--- config.mk ---
export PLATFORM = sky130hd
export DESIGN_NAME = servo_pulse_gen
export DESIGN_NICKNAME = d
export VERILOG_FILES = /design/src/rtl/servo_pulse_gen.sv
export SDC_FILE = /design/constraint.sdc
export NUM_CORES = 1
export LEC_CHECK = 0
export CORE_ASPECT_RATIO = 0.8
export CORE_MARGIN = 2
export CORE_UTILIZATION = 30
export DETAILED_ROUTE_END_ITERATION = 10
export GPL_TIMING_DRIVEN = 0
export PLACE_DENSITY = 0.57
export SLEW_MARGIN = 15
export SYNTH_ARGS = -nofsm -noshare
export SYNTH_HDL_FRONTEND = slang
export SYNTH_SLANG_ARGS = --single-unit
--- constraint.sdc ---
create_clock -name clk -period 2.01 [get_ports clk]
set_clock_uncertainty 0.1 [all_clocks]
set_input_delay 0.402 -clock clk [delete_from_list [all_inputs] [get_ports clk]]
set_output_delay 0.402 -clock clk [all_outputs]
set_load 0.01 [all_outputs]
--- src/rtl/servo_pulse_gen.sv ---
// Servo frame timer and pulse-width setpoint stage. Commands are held in a one-entry
// buffer and applied only at the frame wrap, optionally slew-limited per frame.
module servo_pulse_gen #(
  parameter int unsigned PERIOD_CYCLES = 1_000_000,
  parameter int unsigned MIN_WIDTH     = 50_000,
  parameter int unsigned MAX_WIDTH     = 100_000,
  parameter int unsigned STEP_PER_LSB  = 196,
  parameter int unsigned RESET_WIDTH   = 75_000,
  parameter int unsigned SLEW_STEP     = 0
) (
  input  logic        clk,
  input  logic        rst,
  input  logic        pos_valid,
  input  logic [7:0]  pos_data,
  output logic        pos_ready,
  output logic [19:0] count,
  output logic [19:0] width,
  output logic        period_start,
  output logic        ramping
);

  // Handshake: a command transfers on any edge where pos_valid and pos_ready are both high.
  // pos_ready stays low from the transfer until the wrap edge that consumes the command.

  localparam logic [19:0] LAST_COUNT = 20'(PERIOD_CYCLES - 1);
  localparam logic [19:0] MAX_W      = 20'(MAX_WIDTH);
  localparam logic [19:0] RESET_W    = 20'(RESET_WIDTH);
  localparam logic [19:0] SLEW       = 20'(SLEW_STEP);

  typedef enum logic {HOLD, RAMP} state_t;

  state_t      state, state_nx;
  logic [19:0] goal;
  logic [19:0] pend_tgt;
  logic        pending;

  logic        wrap;
  logic        accept;
  logic [31:0] tgt_full;
  logic [19:0] tgt;
  logic [19:0] next_goal;
  logic [19:0] diff;
  logic        below;
  logic [19:0] width_nx;

  assign wrap   = (count == LAST_COUNT);
  assign accept = pos_valid & pos_ready;

  // Wide product so the saturation compare sees the true value.
  assign tgt_full = 32'(MIN_WIDTH) + 32'(pos_data) * 32'(STEP_PER_LSB);
  assign tgt      = (tgt_full > 32'(MAX_WIDTH)) ? MAX_W : tgt_full[19:0];

  assign next_goal = pending ? pend_tgt : goal;
  assign below     = (width < next_goal);
  assign diff      = below ? (next_goal - width) : (width - next_goal);

  always_comb begin
    width_nx = next_goal;
    if ((SLEW != 20'd0) && (diff > SLEW))
      width_nx = below ? (width + SLEW) : (width - SLEW);
  end

  always_comb begin
    state_nx = state;
    if (wrap)
      state_nx = (width_nx != next_goal) ? RAMP : HOLD;
  end

  always_ff @(posedge clk or posedge rst) begin
    if (rst)
      state <= HOLD;
    else
      state <= state_nx;
  end

  assign ramping = (state == RAMP);

  always_ff @(posedge clk or posedge rst) begin
    if (rst) begin
      count        <= 20'd0;
      period_start <= 1'b0;
    end else begin
      count        <= wrap ? 20'd0 : count + 20'd1;
      period_start <= wrap;
    end
  end

  // A transfer on the wrap edge itself is buffered, not consumed at that wrap.
  always_ff @(posedge clk or posedge rst) begin
    if (rst) begin
      width     <= RESET_W;
      goal      <= RESET_W;
      pend_tgt  <= 20'd0;
      pending   <= 1'b0;
      pos_ready <= 1'b1;
    end else begin
      if (wrap) begin
        goal  <= next_goal;
        width <= width_nx;
      end
      if (accept) begin
        pend_tgt  <= tgt;
        pending   <= 1'b1;
        pos_ready <= 1'b0;
      end else if (wrap) begin
        pending   <= 1'b0;
        pos_ready <= 1'b1;
      end
    end
  end

endmodule

* After elaboration in Yosys (flattened, before gate mapping)
Index checks and enable logic that the tools add are counted.
** Storage, ports and cells
- Register bits :: 63
- Input port bits :: 11
- Output and inout bits :: 43
- Logic and storage cells :: 21
** Operators by class
- Add/subtract/negate cells :: 2
- Multipliers :: 1
- $lt $le $gt $ge :: 1
- Equality and inequality tests :: 1
- Multiplexer cells :: 7
- Bitwise logic cells :: 1
- Reductions and logical operators :: 2
** Operators with widths (number)
- $mux 20 :: 2
- $add 20x1->20 const B :: 1
- $eq 20x20->1 const B :: 1
- $add 16x16->17 const A :: 1
- $gt 17x17->1 const B :: 1
- $mux 17 :: 1
- $mul 8x6->14 const B :: 1
- $mux 1 :: 4
- $reduce_and 2->1 :: 1
- $reduce_bool 2->1 :: 1
- $and 1x1->1 :: 1

* Depth between registers and ports, before layout
Gate-level depths: netlist (run 1).
- Word-level depth :: 4
- Mapped depth :: 15
- Mapped depth without buffers :: 14

* Worst setup path after synthesis (run 1)
OpenSTA, ideal clock, no wires.
- Path kind :: input -> register
- From :: input pos_data[1]
- To :: register pend_tgt[5]
- Library setup time :: 0.144 ns
- Arrival time :: 3.606 ns
- Required time :: 1.766 ns
- Setup slack :: -1.840 ns
- Stages on the path :: 13
- Buffers on the path :: 0
- Cells stage by stage :: ha_1 -> fa_1 -> ha_1 -> ha_1 -> inv_1 -> fa_1 -> nor2b_1 -> nor2b_1 -> or2_2 -> nor4_2 -> xnor2_1 -> a21o_1 -> o221ai_1
** On the way
- Cells in the longest elaborated chain, start to end :: 4
** Ends and longest elaborated chain
- start, declared :: line 14 : input logic [7:0] pos_data,
- $mul 8x6->14 (*) :: line 50 : assign tgt_full = 32'(MIN_WIDTH) + 32'(pos_data) * 32'(STEP_PER_LSB);
- $add 16x16->17 (*) :: line 50
- $gt 17x17->1 :: line 51 : assign tgt = (tgt_full > 32'(MAX_WIDTH)) ? MAX_W : tgt_full[19:0];
- $mux 17 (*) :: line 51
- end signal, assigned :: line 102 : pend_tgt <= tgt;
- end, declared :: line 34 : logic [19:0] pend_tgt;
Mark *: on every way between the ends. The rest lies on a longest branch, timed or not.
A chain may end at the register's enable or synchronous reset.

* Worst setup path in the final report (run 1)
- From :: input pos_data[2]
- To :: register pend_tgt[10]
Same word-level chain as after synthesis.

==> results.json, run 1 <==
{
  "rows": 34,
  "netlist_top_cells_count": "44 x dfrtp_1, 31 x ha_1, 25 x nand2_1",
  "grt_max_degree": 29,
  "worstPathArrival_ns": 3.66,
  "cts_tree": "done",
  "path_cells": "buf_12 -> ha_4 -> fa_1 -> ha_1 -> ha_2 -> inv_2 -> fa_2 -> nor2b_4 -> a31o_1 -> o21ai_0 -> a2bb2oi_2 -> nor4_4 -> a21o_1 -> o221ai_1",
  "hold_violations": 0,
  "crit_family": "adder cells",
  "yosys.cell_count.top_type": "dfrtp_1",
  "min_path_type": "input pin to register",
  "ys.flop_type": "dfrtp_1",
  "worstHoldEndpoint": "pend_tgt[2]$_DFFE_PP0P_",
  "end_kind": "register",
  "ys_types": 60,
  "ff2ff_setup_slack_ns": 0.09,
  "grt-ovfl-total": 0,
  "timing.fmax_mhz": 277,
  "area_growth_pct": 40.8,
  "h-tree-depth": 2,
  "violations": "setup timing",
  "fp.dieW_um": 122,
  "power.density_nw_per_um2": 781,
  "rsz0062_at_grt": "true",
  "worstReg2RegEnd": "width[2]$_DFFE_PP0P_",
  "detail-route-antenna-nets": 0,
  "fin_util_pct": 43.5,
  "criticalPathCategory": "input pin to register",
  "startpoint_type": "input pin",
  "synthArstFlopShare_pct": 100,
  "netlist.area_leader.share_pct": 32.7,
  "clock_path_buffers": 2,
  "finalSetupViolations": 15,
  "numCtsBuffers": 5,
  "antenna_cells": 0,
  "min_period_over_period_pct": 180,
  "routed_wirelength_um": 7730,
  "io_buffer_count": 47,
  "final.min_clock_period_ns": 3.61,
  "synth-seq-area-share_pct": 39.8,
  "postSynthAreaPerCell_um2": 10.8,
  "crit_required_ns": 2.05,
  "synth_area_um2": 3360,
  "fin_nets": 437,
  "dr_total_vias": 2538,
  "drtIter0Drc": 98,
  "hold_path_depth": 3,
  "gp_congestion": 0.762,
  "use_met1_pct": 19.0,
  "cts_sinks": 53,
  "fin_hold_ws_ns": 0.364,
  "critical_path_buf_inv_count": 2,
  "initial_core_util_pct": 30.9,
  "antenna_found_initial": 0,
  "grt_util_met3_pct": 3.01,
  "dpl.hpwl_um": 5450,
  "ys_ff_latch": 53,
  "dr.pass1.iters": 4,
  "synth_warnings": 0,
  "wire_per_inst_um": 14.4,
  "synth_area_leader_cell": "dfrtp_1",
  "busiest_layer": "met2",
  "synth_edf_count": 0,
  "cap_viol_max_count": 0,
  "setup_ws_ns": -1.60,
  "drive_gt1_share_pct": 32.8,
  "status": "complete, but fails checks",
  "die_area_um2": 12100,
  "ir_drop_uv": 299,
  "netlist_instances": 311,
  "core_um2": 10900,
  "yosys-top-cells-area": "dfrtp_1 33%, ha_1 12%, dfstp_2 7.0%, mux2_2 5.0%, xor2_1 4.2%",
  "hp-start": "pos_data[0]",
  "die_y_um": 98.7,
  "slew_viol_final": 0,
  "critPathMaxStageDelay_ns": 0.58,
  "slew_headroom_pct": 54.0,
  "drc_errors": 0,
  "cp_max_fo": 4,
  "critPathSlowestCell": "fa_2",
  "vias_per_cell": 4.73,
  "grt_usage_pct": 13.2,
  "grt_pass1_wl_um": 12600,
  "clkTransAtPathRegs_ns": 0.06,
  "root_buffer": "clkbuf_16",
  "grtUsageMet2_pct": 19.9,
  "io_pins": 54,
  "grt_pass1_vias": 2513,
  "reg2reg_depth": 7,
  "worst_pin_slew_ns": 0.690,
  "r2r_start": "count[16]$_DFF_PP0_",
  "clk_latency_ns": 0.29,
  "leakage_nw": 2.09
}
==> area by class of cell <==
class	instances	area, µm²
buffer	14	109
clock buffer	8	136
fill	1076	6150
inverter	14	60.1
multi-input combinational	235	2240
sequential	53	1340
tap	144	180
timing repair buffer	69	677
==> repair_timing <==
| action | CTS | global route |
|---|---|---|
| pin swaps | 27 | 15 |
| setup buffers | 14 | 6 |
| hold buffers | 0 | 0 |
| gates resized for setup | 71 | 25 |
| setup endpoints to repair | 40 | 36 |
| cloned | 1 | 0 |
==> through the flow <==
step / instances / power, W / TNS (ns) / setup slack [ns] / area (µm²)
final: 537 / 0.00370 / -23.03 / -1.60 / 4740
after global routing: 537 / 0.00392 / -24.70 / -1.72 / 4740
after CTS: 531 / 0.00355 / -22.44 / -1.58 / 4580
after detailed placement: 508 / 0.00245 / -43.84 / -2.61 / 4140
after global placement: 507 / 0.00243 / -81.07 / -2.59 / 4120
after floorplan: 316 / 0.00220 / -23.10 / -1.61 / 3470
==> sequential cells by signal, indices dropped and copies added (netlist names) <==
register,flops
period_start,1
pos_ready,1
count,20
pend_tgt,15
width,15
pending,1
==> routing by layer <==
layer	up-vias	share of wire [%]
met5	-	0
met4	0	1.0
met3	10	3.2
met2	44	46
met1	1232	50
li1	1252	-
==> cells in the final DEF (no fill, tap or decap), types with 3 or more instances in the layout <==
cell type,count
a21oi_2,5
and4_1,3
o31ai_4,3
buf_12,3
buf_6,5
nand2_1,23
mux2i_1,4
clkdlybuf4s50_1,39
dfrtp_1,42
nor2_1,19
inv_2,3
clkbuf_16,5
nand3_1,8
nand4_1,3
o21a_1,3
xor2_2,4
conb_1,6
mux2_2,15
ha_4,7
inv_1,10
xnor2_1,11
ha_1,22
o221ai_1,4
a21oi_1,8
xor2_1,13
dfstp_2,9
a21o_1,3
o21ai_0,4
clkbuf_1,5
buf_4,26
nor3_1,4
==> report_power, final <==
part	total (W)	switching [W]	internal, W
sequential	0.00123	0.0000651	0.00117
combinational	0.00164	0.000858	0.000783
clock	0.000826	0.000361	0.000464
==> worst min-delay path, stage by stage <==
cell     delay, ns
buf_4         0.12
mux2i_1       0.09
a21oi_2       0.11
==> logic make-up after synthesis <==
kind of cell / Yosys count / synth area share (%)
and+or+nand+nor: 92 / 13.9
DFF: 53 / 39.8
muxes: 19 / 6.21
adders and majority gates: 34 / 13.3
xor gates and xnor gates: 32 / 9.52
buffers and inverters: 28 / 4.35
other: 1 / 0.111
AOI/OAI and AO/OA: 52 / 12.8
==> how the worst max path moves through the flow <==
stage                            from  cells past startpoint  slack [ns]                       end
after CTS                 pos_data[2]                     14       -1.58  pend_tgt[10]$_DFFE_PP0P_
final                     pos_data[2]                     14       -1.60  pend_tgt[10]$_DFFE_PP0P_
after floorplan           pos_data[1]                     13       -1.61  pend_tgt[10]$_DFFE_PP0P_
after global placement    pos_data[2]                     14       -2.59   pend_tgt[7]$_DFFE_PP0P_
after global routing      pos_data[2]                     14       -1.72  pend_tgt[10]$_DFFE_PP0P_
after detailed placement  pos_data[2]                     14       -2.61   pend_tgt[9]$_DFFE_PP0P_
No activity file was read; power rests on OpenSTA's default activity.
==> inputs of run 2 (changes only) <==
--- a/config.mk
+++ b/config.mk
@@ -9,8 +9,9 @@
 export CORE_MARGIN = 2
 export CORE_UTILIZATION = 30
 export DETAILED_ROUTE_END_ITERATION = 10
+export DONT_BUFFER_PORTS = 1
 export GPL_TIMING_DRIVEN = 0
-export PLACE_DENSITY = 0.57
+export PLACE_DENSITY = 0.5
 export SLEW_MARGIN = 15
 export SYNTH_ARGS = -nofsm -noshare
 export SYNTH_HDL_FRONTEND = slang
==> run 2 against run 1 <==
Effect of this change: via count down 7.2%; global-route usage down 0.55 points; non-clock buffer count down 54; the run still ends with setup timing left; die area unchanged; critical endpoint is now pend_tgt[2]$_DFFE_PP0P_; register-to-register slack worse by 0.04 ns; sequential cell count unchanged.
==> results.json, run 2 (synthesized netlist as in run 1, its figures left out) <==
{
  "status": "complete, but fails checks",
  "violations": "setup timing",
  "dr_total_vias": 2354,
  "initial_core_util_pct": 30.9,
  "detail-route-antenna-nets": 0,
  "worst_pin_slew_ns": 0.610,
  "clk_latency_ns": 0.29,
  "clkTransAtPathRegs_ns": 0.06,
  "critical_path_buf_inv_count": 4,
  "gp_congestion": 0.756,
  "crit_required_ns": 2.08,
  "grt_pass1_vias": 2334,
  "grt_usage_pct": 12.6,
  "hold_violations": 0,
  "vias_per_cell": 4.87,
  "numCtsBuffers": 5,
  "cp_max_fo": 5,
  "slew_headroom_pct": 59.3,
  "p_int_w": 0.00237,
  "largest_reg_flops": 20,
  "top_regs": "count x20, pend_tgt x15, width x15",
  "pre_cts_ws_ns": -1.93,
  "die_y_um": 98.7,
  "routed_wirelength_um": 7240,
  "criticalPathCategory": "input pin to register",
  "ir_drop_uv": 383,
  "fin_setup_tns_ns": -20.84,
  "clock_path_buffers": 2,
  "grt-ovfl-total": 0,
  "cts_tree": "done",
  "seqPwrFrac_pct": 34.3,
  "drtIter0Drc": 125,
  "fin_nets": 383,
  "fp.dieW_um": 122,
  "die_area_um2": 12100,
  "p_clk_share_pct": 23.1,
  "min_path_type": "input pin to register",
  "mostFrequentLayoutCells": "39 x dfrtp_1, 23 x nand2_1, 23 x ha_1, 19 x nor2_1, 18 x buf_4",
  "dpl.hpwl_um": 5400,
  "worstPathArrival_ns": 3.52,
  "antenna_found_initial": 0,
  "largest-register": "count",
  "dr.pass1.iters": 4,
  "min_period_over_period_pct": 171,
  "netSwitchingPower_w": 0.00123,
  "pwr-share-comb_pct": 42.6,
  "io_pins": 54,
  "drive_gt1_share_pct": 34.5,
  "slew_viol_final": 0,
  "cap_viol_max_count": 0,
  "reg2reg_depth": 7,
  "wire_per_inst_um": 15.0,
  "rows": 34,
  "area_growth_pct": 23.8,
  "crit_family": "adder cells",
  "timing.fmax_mhz": 290,
  "leakage_nw": 1.87,
  "power.density_nw_per_um2": 866,
  "sw_frac_of_total_pct": 34.2,
  "io_buffer_count": 0,
  "finalSetupViolations": 15,
  "root_buffer": "clkbuf_16",
  "final_common_cell": "dfrtp_1",
  "grt_pass1_wl_um": 12000,
  "critical_path_depth": 15,
  "grt_max_degree": 35,
  "path_cells": "inv_8 -> ha_4 -> inv_2 -> fa_1 -> ha_4 -> inv_2 -> fa_2 -> and2b_2 -> o22ai_4 -> xnor3_1 -> a2bb2oi_2 -> nor4_4 -> buf_4 -> a21oi_4 -> a21oi_1",
  "end_kind": "register",
  "critPathMaxStageDelay_ns": 0.51,
  "antenna_cells": 0,
  "rsz0062_at_grt": "true",
  "final.min_clock_period_ns": 3.44,
  "hold_path_depth": 1,
  "startpoint_type": "input pin",
  "cts_sinks": 53,
  "setup_ws_ns": -1.43,
  "drc_errors": 0,
  "h-tree-depth": 2,
  "critPathSlowestCell": "fa_1",
  "core_um2": 10900
}
==> run 2: power groups by stage <==
| stage | sequential [W] | clock [W] | combinational, W |
|---|---|---|---|
| 2_1_floorplan | 0.00122 | 0 | 0.000982 |
| 3_3_place_gp | 0.00125 | 0 | 0.00115 |
| 3_5_place_dp | 0.00126 | 0 | 0.00117 |
| 4_1_cts | 0.00124 | 0.000864 | 0.00143 |
| 5_1_grt | 0.00125 | 0.000915 | 0.00169 |
| 6_report | 0.00124 | 0.000834 | 0.00154 |
==> run 2: path summary, 6_finish.rpt <==
check,startpoint,end,slack [ns]
max in group asynchronous,rst,width[13]$_DFFE_PP1P_,0.73
min in group asynchronous,rst,width[8]$_DFFE_PP0P_,0.48
worst min register to register,pend_tgt[14]$_DFFE_PP0P_,pend_tgt[14]$_DFFE_PP0P_,0.40
worst max register to register,count[17]$_DFF_PP0_,width[8]$_DFFE_PP0P_,0.05
worst min-delay path,pos_valid,pos_ready$_DFFE_PP1P_,0.07
worst max-delay path,pos_data[3],pend_tgt[2]$_DFFE_PP0P_,-1.43
==> run 2: timing repair <==
item	4_1_cts	5_1_grt
pin swaps	19	8
cloned	1	0
hold endpoints to repair	16	0
hold buffers	1	0
gates resized for setup	33	19
buffers inserted	9	3
setup endpoints to repair	40	34
==> run 2: area by class of cell <==
type                    instances  area (µm²)
inverters                      14        60.1
fillers                      1107        6730
well taps                     144         180
repair buffers                 15         135
flip-flops and latches         53        1340
plain buffers                  14         108
clock buffers                   8         136
multi-input cells             235        2200
==> run 2: routing by layer <==
metal	track usage, %	vias to the layer above	share of wire (%)
met5	0	-	0
met4	3.18	0	0.76
met3	3.82	7	5.0
met2	18.6	45	44
met1	18.0	1158	51
li1	-	1144	-
==> run 2: worst reg2reg max path, cell delays in order (launching register included) <==
cell and delay (ns):
dfrtp_1 0.45, nand3_1 0.15, nor3_2 0.27, nand3_1 0.17
nor2_4 0.15, nand2_4 0.10, clkbuf_8 0.18, mux2_2 0.28
==> run 2: through the flow <==
step                cell area [µm²]  cells  power [W]  utilization, %  hold WS, ns
global placement               3650    460    0.00240            33.5        0.363
detailed placement             3670    461    0.00242            33.7        0.226
CTS                            4070    480    0.00353            37.3       0.0563
finish                         4160    483    0.00361            38.2       0.0676
floorplan                      3470    316    0.00220               -        0.352
global route                   4160    483    0.00385            38.2       0.0559
